`src/rtl/serial_sub_if.sv`:
```
// rtl/serial_sub_if.sv - start/busy/done handshake and operand/result bundle for serial_sub
interface serial_sub_if #(
  parameter int WIDTH = 8
);
  logic             start;
  logic [WIDTH-1:0] a;
  logic [WIDTH-1:0] b;
  logic             bin;
  logic             busy;
  logic             done;
  logic [WIDTH-1:0] Diff;
  logic             Borrow;
  logic             Ovf;

  modport master (
    output start, a, b, bin,
    input  busy, done, Diff, Borrow, Ovf
  );

  modport slave (
    input  start, a, b, bin,
    output busy, done, Diff, Borrow, Ovf
  );
endinterface

```
`src/rtl/serial_sub.sv`:
```
// rtl/serial_sub.sv - digit-serial subtractor a - b - bin, DIGIT bits per clock
module serial_sub #(
  parameter int WIDTH = 8,
  parameter int DIGIT = 1
) (
  input  logic         clk,
  input  logic         rst,
  serial_sub_if.slave  bus
);
  localparam int N  = WIDTH / DIGIT;
  localparam int CW = (N > 1) ? $clog2(N) : 1;
  localparam logic [CW-1:0] CNT_LAST = CW'(N - 1);

  typedef enum logic [1:0] {
    IDLE = 2'd0,
    RUN  = 2'd1,
    DONE = 2'd2
  } state_t;

  state_t           state;
  logic [CW-1:0]    cnt;
  logic [WIDTH-1:0] a_sh;
  logic [WIDTH-1:0] b_sh;
  logic [WIDTH-1:0] res_sh;
  logic             borrow;
  logic             a_msb;
  logic             b_msb;

  logic             busy_q;
  logic             done_q;
  logic [WIDTH-1:0] diff_q;
  logic             borrow_q;
  logic             ovf_q;

  logic [DIGIT:0]   d;
  logic [WIDTH-1:0] res_next;
  logic [WIDTH-1:0] a_next;
  logic [WIDTH-1:0] b_next;

  // One DIGIT-wide subtract cell; the extra top bit of d is the borrow-out.
  always_comb begin
    d        = {1'b0, a_sh[DIGIT-1:0]} - {1'b0, b_sh[DIGIT-1:0]} - {{DIGIT{1'b0}}, borrow};
    res_next = res_sh >> DIGIT;
    res_next[WIDTH-1 -: DIGIT] = d[DIGIT-1:0];
    a_next   = a_sh >> DIGIT;
    b_next   = b_sh >> DIGIT;
  end

  always_ff @(posedge clk) begin
    if (rst) begin
      state    <= IDLE;
      cnt      <= '0;
      a_sh     <= '0;
      b_sh     <= '0;
      res_sh   <= '0;
      borrow   <= 1'b0;
      a_msb    <= 1'b0;
      b_msb    <= 1'b0;
      busy_q   <= 1'b0;
      done_q   <= 1'b0;
      diff_q   <= '0;
      borrow_q <= 1'b0;
      ovf_q    <= 1'b0;
    end else begin
      case (state)
        IDLE: begin
          done_q <= 1'b0;
          if (bus.start) begin
            a_sh   <= bus.a;
            b_sh   <= bus.b;
            borrow <= bus.bin;
            a_msb  <= bus.a[WIDTH-1];
            b_msb  <= bus.b[WIDTH-1];
            res_sh <= '0;
            cnt    <= '0;
            busy_q <= 1'b1;
            state  <= RUN;
          end
        end
        RUN: begin
          a_sh   <= a_next;
          b_sh   <= b_next;
          res_sh <= res_next;
          borrow <= d[DIGIT];
          if (cnt == CNT_LAST) begin
            // Outputs only move here, so partial results never escape.
            diff_q   <= res_next;
            borrow_q <= d[DIGIT];
            ovf_q    <= (a_msb ^ b_msb) & (res_next[WIDTH-1] ^ a_msb);
            done_q   <= 1'b1;
            state    <= DONE;
          end else begin
            cnt <= cnt + 1'b1;
          end
        end
        DONE: begin
          done_q <= 1'b0;
          busy_q <= 1'b0;
          state  <= IDLE;
        end
        default: begin
          done_q <= 1'b0;
          busy_q <= 1'b0;
          state  <= IDLE;
        end
      endcase
    end
  end

  assign bus.busy   = busy_q;
  assign bus.done   = done_q;
  assign bus.Diff   = diff_q;
  assign bus.Borrow = borrow_q;
  assign bus.Ovf    = ovf_q;
endmodule

```
`src/flat_wrapper.sv`:
```
// flat-port wrapper written by rule: the top's interface ports become plain ports
module serial_sub_flat 
#(
  parameter int WIDTH = 8,
  parameter int DIGIT = 1
)
  (clk, rst, bus_start, bus_a, bus_b, bus_bin, bus_busy, bus_done, bus_Diff, bus_Borrow, bus_Ovf);
  serial_sub_if #(.WIDTH(WIDTH)) bus_i ();
  input  logic clk;
  input  logic rst;
  input wire logic [$bits(bus_i.start)-1:0] bus_start;
  input wire logic [$bits(bus_i.a)-1:0] bus_a;
  input wire logic [$bits(bus_i.b)-1:0] bus_b;
  input wire logic [$bits(bus_i.bin)-1:0] bus_bin;
  output wire logic [$bits(bus_i.busy)-1:0] bus_busy;
  output wire logic [$bits(bus_i.done)-1:0] bus_done;
  output wire logic [$bits(bus_i.Diff)-1:0] bus_Diff;
  output wire logic [$bits(bus_i.Borrow)-1:0] bus_Borrow;
  output wire logic [$bits(bus_i.Ovf)-1:0] bus_Ovf;
  assign bus_i.start = bus_start;
  assign bus_i.a = bus_a;
  assign bus_i.b = bus_b;
  assign bus_i.bin = bus_bin;
  assign bus_busy = bus_i.busy;
  assign bus_done = bus_i.done;
  assign bus_Diff = bus_i.Diff;
  assign bus_Borrow = bus_i.Borrow;
  assign bus_Ovf = bus_i.Ovf;
  serial_sub #(.WIDTH(WIDTH), .DIGIT(DIGIT)) u_core (.clk(clk), .rst(rst), .bus(bus_i));
endmodule
```
`config.mk`:
```
export PLATFORM = sky130hd
export DESIGN_NAME = serial_sub_flat
export DESIGN_NICKNAME = d
export VERILOG_FILES = /design/src/rtl/serial_sub_if.sv /design/src/rtl/serial_sub.sv /design/src/flat_wrapper.sv
export SDC_FILE = /design/constraint.sdc
export NUM_CORES = 1
export LEC_CHECK = 0
export CELL_PAD_IN_SITES_DETAIL_PLACEMENT = 1
export CELL_PAD_IN_SITES_GLOBAL_PLACEMENT = 1
export CORE_MARGIN = 2
export CORE_UTILIZATION = 35
export DETAILED_ROUTE_END_ITERATION = 8
export GPL_TIMING_DRIVEN = 1
export PLACE_DENSITY_LB_ADDON = 0.1
export SLEW_MARGIN = 20
export SYNTH_ARGS = -nofsm -noshare
export SYNTH_HDL_FRONTEND = slang
export SYNTH_SLANG_ARGS = --single-unit
```
`constraint.sdc`:
```
create_clock -name clk -period 2.2 [get_ports clk]
set_input_delay 0.44 -clock clk [delete_from_list [all_inputs] [get_ports clk]]
set_output_delay 0.44 -clock clk [all_outputs]
set_load 0.02 [all_outputs]
```
==> results of run 1 <==
-- worst register-to-register path, cell delays in order, from the launching register on --
cell and delay, ns:
dfxtp_1 0.32, inv_1 0.06, fa_1 0.57, or3b_2 0.50
a311oi_1 0.26
-- logic make-up after synthesis --
logic type,Yosys count
simple gates,64
flops,43
compound gates,43
mux,16
fa+ha+maj,4
buf+inv,18
-- final cells by class --
class / count / area (sq um)
clock inverters: 3 / 43.8
clock buffers: 5 / 68.8
flip-flops and latches: 43 / 861
repair buffers: 35 / 353
well taps: 70 / 87.6
fillers: 586 / 2820
multi-input cells: 127 / 861
inverters: 3 / 11.3
-- metal layers --
layer	up-vias	wire length, um	GRT usage
li1	712	-	-
met1	702	1860	0.175
met2	19	1920	0.240
met3	4	146	0.0388
met4	0	39	0.0509
met5	-	0	0
-- power groups by stage --
stage                     registers, W  clock network (W)  logic, W
after floorplan               0.000851                  0  0.000146
after global placement        0.000855                  0  0.000192
after detailed placement      0.000857                  0  0.000202
after CTS                     0.000839           0.000641  0.000202
after global routing          0.000844           0.000679  0.000217
final                         0.000839           0.000613  0.000199
-- state kept, by name, indices dropped and copies added, names as in the netlist --
| name | flops |
|---|---|
| u_core.a_sh | 8 |
| u_core.b_sh | 8 |
| u_core.bus.Diff | 8 |
| u_core.res_sh | 7 |
| u_core.cnt | 3 |
| u_core.state | 2 |
| u_core.a_msb | 1 |
| u_core.b_msb | 1 |
| u_core.borrow | 1 |
| u_core.bus.Borrow | 1 |
| u_core.bus.Ovf | 1 |
| u_core.bus.busy | 1 |
| u_core.bus.done | 1 |
-- through the flow --
step	cells	hold slack, ns	setup WS, ns	utilization
floorplan	188	0.432	0.567	-
global placement	278	0.448	0.408	0.426
detailed placement	278	0.456	0.317	0.426
CTS	286	0.468	0.393	0.448
global route	286	0.495	0.359	0.448
finish	286	0.462	0.410	0.448
-- how the worst max path moves through the flow --
stage | from | to | slack [ns] | depth (start not counted)
after floorplan | u_core.borrow | u_core.bus.Ovf | 0.57 | 4
after detailed placement | bus_start | u_core.b_sh[3] | 0.32 | 4
final | u_core.borrow | u_core.bus.Ovf | 0.41 | 4
after CTS | u_core.borrow | u_core.bus.Ovf | 0.39 | 4
after global routing | u_core.borrow | u_core.bus.Ovf | 0.36 | 4
after global placement | u_core.b_sh[0] | u_core.bus.Ovf | 0.41 | 4
-- cells in the final DEF (no fill, tap or decap), types with 4 or more instances in the layout --
cell type        count
nor2_1              23
nor2_2               6
a22oi_1              9
nand2_1             20
a21oi_1             11
dfxtp_1             43
clkbuf_8             5
a211oi_1            11
nand3_1              4
clkdlybuf4s50_1     31
a211oi_2             6
mux2i_1             16
-- cells in the mapped netlist --
master | n | area [sq um]
a211oi_2 | 6 | 75.1
ha_1 | 3 | 37.5
dfxtp_1 | 43 | 861
clkbuf_1 | 6 | 22.5
nand3b_1 | 2 | 15.0
buf_6 | 5 | 56.3
nor3b_2 | 1 | 12.5
or3b_2 | 1 | 8.76
nor4_1 | 1 | 6.26
nand3_1 | 4 | 20.0
buf_12 | 1 | 20.0
a22oi_1 | 9 | 67.6
o21ba_4 | 1 | 16.3
nor2_2 | 6 | 37.5
fa_1 | 1 | 20.0
o21bai_2 | 1 | 11.3
nor4b_1 | 1 | 8.76
inv_1 | 3 | 11.3
buf_4 | 3 | 22.5
nor2b_1 | 1 | 6.26
mux2i_1 | 16 | 160
a21oi_1 | 11 | 55.1
nor3_1 | 1 | 5.00
or3b_1 | 1 | 8.76
and3b_1 | 2 | 17.5
a211oi_1 | 11 | 82.6
nand2_1 | 20 | 75.1
a31oi_1 | 3 | 18.8
nor2_1 | 23 | 86.3
a311oi_1 | 1 | 8.76
==> flow_metrics.py, run 1 <==
metrics = {
    "hold_path": {
        "hold_path_end": "u_core.bus.Diff[4]",
        "hp-start": "u_core.bus.Diff[4]",
        "holdCritPathClass": "reg -> reg",
        "whs_path_depth": 2,
    },
    "critical_path": {
        "critPathMaxFanout": 4,
        "r2r_cells": 4,
        "rrSetupSlack_ns": 0.41,
        "critPathTopFamily": "adder cells",
        "r2r_end": "u_core.bus.Ovf",
        "cp.arrival_ns": 1.99,
        "cp_num_buf_inv": 1,
        "end_kind": "register",
        "slowest_delay_ns": 0.57,
        "path_class": "reg -> reg",
        "cp-start-kind": "register",
        "reg2reg_from": "u_core.borrow",
        "slowest_stage": "fa_1",
        "critPathRequiredTime_ns": 2.40,
        "path_cells": "inv_1, fa_1, or3b_2, a311oi_1",
    },
    "clock_network": {
        "cts_resized": 0,
        "clk_pin_slew_ns": 0.08,
        "clockBufferDepth": 2,
        "postCtsHoldBufs": 0,
        "numCtsBuffers": 5,
        "clock-root-buffer": "clkbuf_8",
        "clk_latency_ns": 0.29,
        "cts_sinks": 43,
        "h-tree-depth": 2,
        "tritoncts": "yes",
        "postCtsSetupBuffers": 0,
    },
    "timing": {
        "fin_setup_tns_ns": 0,
        "rsz0062_at_grt": "false",
        "fin_crit_ns": 1.79,
        "maxSlewViolCount": 0,
        "maxSlewHeadroom": 0.627,
        "fin_skew_ns": 0.00924,
        "fmax_mhz": 559,
        "timing.final.crit_share": 0.814,
        "final-setup-viol-count": 0,
        "finalHoldViolCount": 0,
        "worst_pin_slew_ns": 0.558,
    },
    "synth": {
        "synthMuxAreaShare": 0.0864,
        "syn_area_per_cell_sq_um": 9.86,
        "synth-compound-area-share": 0.181,
        "syn_nets": 212,
        "synth_cell_types": 30,
        "synth_xor_area_frac": 0,
        "ys_seq_elements": 43,
        "seq_area_frac_synth": 0.464,
        "synth_top_family_by_area": "compound AO/OA/AOI/OAI gates",
        "synthAdderAreaFrac": 0.0310,
        "mappedNetlistArea_sq_um": 1850,
        "synthCells": 188,
        "yosys.area_share.simple": 0.166,
        "yosys_warnings": 0,
    },
    "global_routing": {
        "grt_pass1_vias": 1484,
        "grt_use_total": 0.143,
        "grt_max_degree": 44,
        "grt_pass1_wl_mm": 6.87,
        "antenna_found_initial": 0,
        "grt_overflow_total": 0,
    },
    "floorplanning": {
        "dieWidth_um": 76.8,
        "core_region_area_sq_um": 5110,
        "start_util": 0.363,
        "die_area_sq_um": 5900,
        "die_h_um": 76.8,
        "num_rows": 26,
        "io_pins": 32,
    },
    "place": {
        "gp_congestion": 0.730,
        "detailed_place_hpwl_mm": 2.85,
        "port_buffers": 31,
        "postPlaceCellArea_sq_um": 2170,
    },
    "pwr": {
        "total_power_w": 0.00165,
        "p_clk_frac": 0.372,
        "switching_share": 0.242,
        "power_density_nw_per_um2": 722,
        "combPwrFrac": 0.120,
        "power_leakage_nw": 0.834,
        "p_sw_w": 0.000399,
        "seq_power_share": 0.508,
        "internal_power_w": 0.00125,
        "vdd_drop_max_v": 0.000358,
    },
    "routing": {
        "drc": 0,
        "drtIter0Drc": 47,
        "vias_per_cell": 5.02,
        "routed_wl_mm": 3.97,
        "wl_per_cell_um": 13.9,
        "dr.pass1.iters": 4,
        "vias": 1437,
        "ant_nets": 0,
    },
    "job": {
        "cap_violations": 0,
    },
    "final_layout": {
        "nNetsFinal": 239,
        "layout-drive-gt1-share": 0.130,
        "finalInstanceArea_sq_um": 2290,
        "syn2layout_area_growth_pct": 23.3,
        "diodes": 0,
    },
    "outcome": {
        "status": "finished, final reports clean",
    },
}
Note: power is estimated with default switching activity, not from simulation.
==> run 2: changes to the inputs <==
- clock period: 2.2 -> 1.5 ns (I/O delays scaled with it)
==> flow_metrics.py, run 2 (synthesis gave the netlist of run 1 again) <==
metrics = {
    "routing": {
        "wl_per_cell_um": 13.7,
        "drc": 0,
        "wl_met3_um": 135,
        "vias": 1470,
        "ant_nets": 0,
        "met1Wirelength_mm": 1.79,
        "drtIter0Drc": 58,
        "routed_wl_mm": 4.10,
        "vias_per_cell": 4.90,
        "highest_layer": "met4",
        "dr.pass1.iters": 4,
        "met2_length_mm": 2.12,
    },
    "final_layout": {
        "final_common_cell": "dfxtp_1",
        "finalInstanceArea_sq_um": 2440,
        "layout-drive-gt1-share": 0.217,
        "syn2layout_area_growth_pct": 31.8,
        "utilization": 0.479,
        "nNetsFinal": 253,
        "mostFrequentLayoutCells": "dfxtp_1 (40), nor2_1 (23), nand2_1 (20)",
        "diodes": 0,
    },
    "place": {
        "gp_congestion": 0.718,
        "postPlaceCellArea_sq_um": 2290,
        "detailed_place_hpwl_mm": 3.04,
        "port_buffers": 31,
    },
    "timing": {
        "finalHoldViolCount": 0,
        "maxSlewHeadroom": 0.759,
        "fin_setup_tns_ns": -0.0342,
        "fmax_mhz": 652,
        "fin_skew_ns": 0.00381,
        "maxSlewViolCount": 0,
        "worst_pin_slew_ns": 0.361,
        "rsz0062_at_grt": "true",
        "timing.final.ws_setup_ns": -0.0342,
        "fin_crit_ns": 1.53,
        "hold_slack_ns": 0.455,
        "final-setup-viol-count": 1,
        "timing.final.crit_share": 1.02,
    },
    "clock_network": {
        "cts_sinks": 43,
        "clk_pin_slew_ns": 0.08,
        "postCtsHoldBufs": 0,
        "tritoncts": "yes",
        "clock-root-buffer": "clkbuf_8",
        "h-tree-depth": 2,
        "clockBufferDepth": 2,
        "numCtsBuffers": 5,
        "clk_latency_ns": 0.29,
    },
    "floorplanning": {
        "core_region_area_sq_um": 5110,
        "dieWidth_um": 76.8,
        "num_rows": 26,
        "die_h_um": 76.8,
        "die_area_sq_um": 5900,
        "start_util": 0.363,
        "io_pins": 32,
    },
    "global_routing": {
        "grt_max_degree": 24,
        "grt_pass1_wl_mm": 7.16,
        "grt_overflow_total": 0,
        "grt_pass1_vias": 1549,
        "antenna_found_initial": 0,
        "grt_use_total": 0.151,
    },
    "hold_path": {
        "holdCritPathClass": "reg -> reg",
    },
    "critical_path": {
        "path_class": "reg -> reg",
        "cp-start-kind": "register",
        "cp_num_buf_inv": 1,
        "cp.arrival_ns": 1.75,
        "critPathRequiredTime_ns": 1.71,
        "path_cells": "inv_2, fa_1, or3b_4, a311oi_2",
        "slowest_stage": "fa_1",
        "slowest_delay_ns": 0.50,
        "critPathMaxFanout": 2,
        "end_kind": "register",
        "critPathTopFamily": "adder cells",
    },
    "job": {
        "cap_violations": 0,
    },
    "pwr": {
        "vdd_drop_max_v": 0.000569,
        "total_power_w": 0.00263,
        "power_leakage_nw": 0.977,
        "power_density_nw_per_um2": 1080,
    },
    "outcome": {
        "violations": "setup timing",
        "status": "finished with violations",
    },
}
[run 2: cell types whose count changed in the layout (fill, tap and decap cells not counted), moves of 2 or more]
cell	before	now
buf_4	3	15
clkdlybuf4s50_1	31	19
dlygate4sd2_1	0	12
dfxtp_1	43	40
dfxtp_2	0	3
buf_12	1	3
[run 2: metrics by stage]
step | cells | setup slack, ns
after floorplan | 188 | -0.00374
after global placement | 290 | -0.0768
after detailed placement | 290 | -0.111
after CTS | 299 | -0.0433
after global routing | 300 | -0.0954
final | 300 | -0.0342
[run 2: worst register-to-register path, delay by kind of cell, from the launching register on]
family	cells	cell delay, ns
compound gates	1	0.19
fa+ha+maj	1	0.50
buf+inv	1	0.04
flops	1	0.34
simple gates	1	0.39
[run 2: repair_timing]
item / in CTS / in global routing
buffers inserted: 1 / 1
gates resized for setup: 13 / 5
cloned: 0 / 0
setup endpoints to repair: 14 / 19
[run 2: path summary, 6_finish.rpt]
check | cells past startpoint | to | from | slack, ns
worst max-delay path | 4 | u_core.bus.Ovf | u_core.b_sh[0] | -0.03
worst min-delay path | 2 | u_core.bus.Diff[3] | u_core.bus.Diff[3] | 0.45
worst max register to register | 4 | u_core.bus.Ovf | u_core.b_sh[0] | -0.03
worst min register to register | 2 | u_core.bus.Diff[3] | u_core.bus.Diff[3] | 0.45
[run 2: layer usage]
metal / track usage / vias up
li1: - / 743
met1: 0.179 / 703
met2: 0.267 / 18
met3: 0.0329 / 6
met4: 0.0564 / 0
met5: 0 / -
[run 2: power breakdown]
group / internal [W] / switching (W) / leakage, nW / total (W)
registers: 0.00119 / 0.0000356 / 0.353 / 0.00123
clock network: 0.000664 / 0.000403 / 0.0644 / 0.00107
logic: 0.000182 / 0.000155 / 0.560 / 0.000337
[run 2: area by class of cell]
cell class	instances	area [sq um]
Multi-Input combinational cell	127	877
Fill cell	589	2660
Tap cell	70	87.6
Inverter	3	11.3
Timing Repair Buffer	49	468
Clock buffer	5	68.8
Sequential cell	43	865
Clock inverter	3	67.6
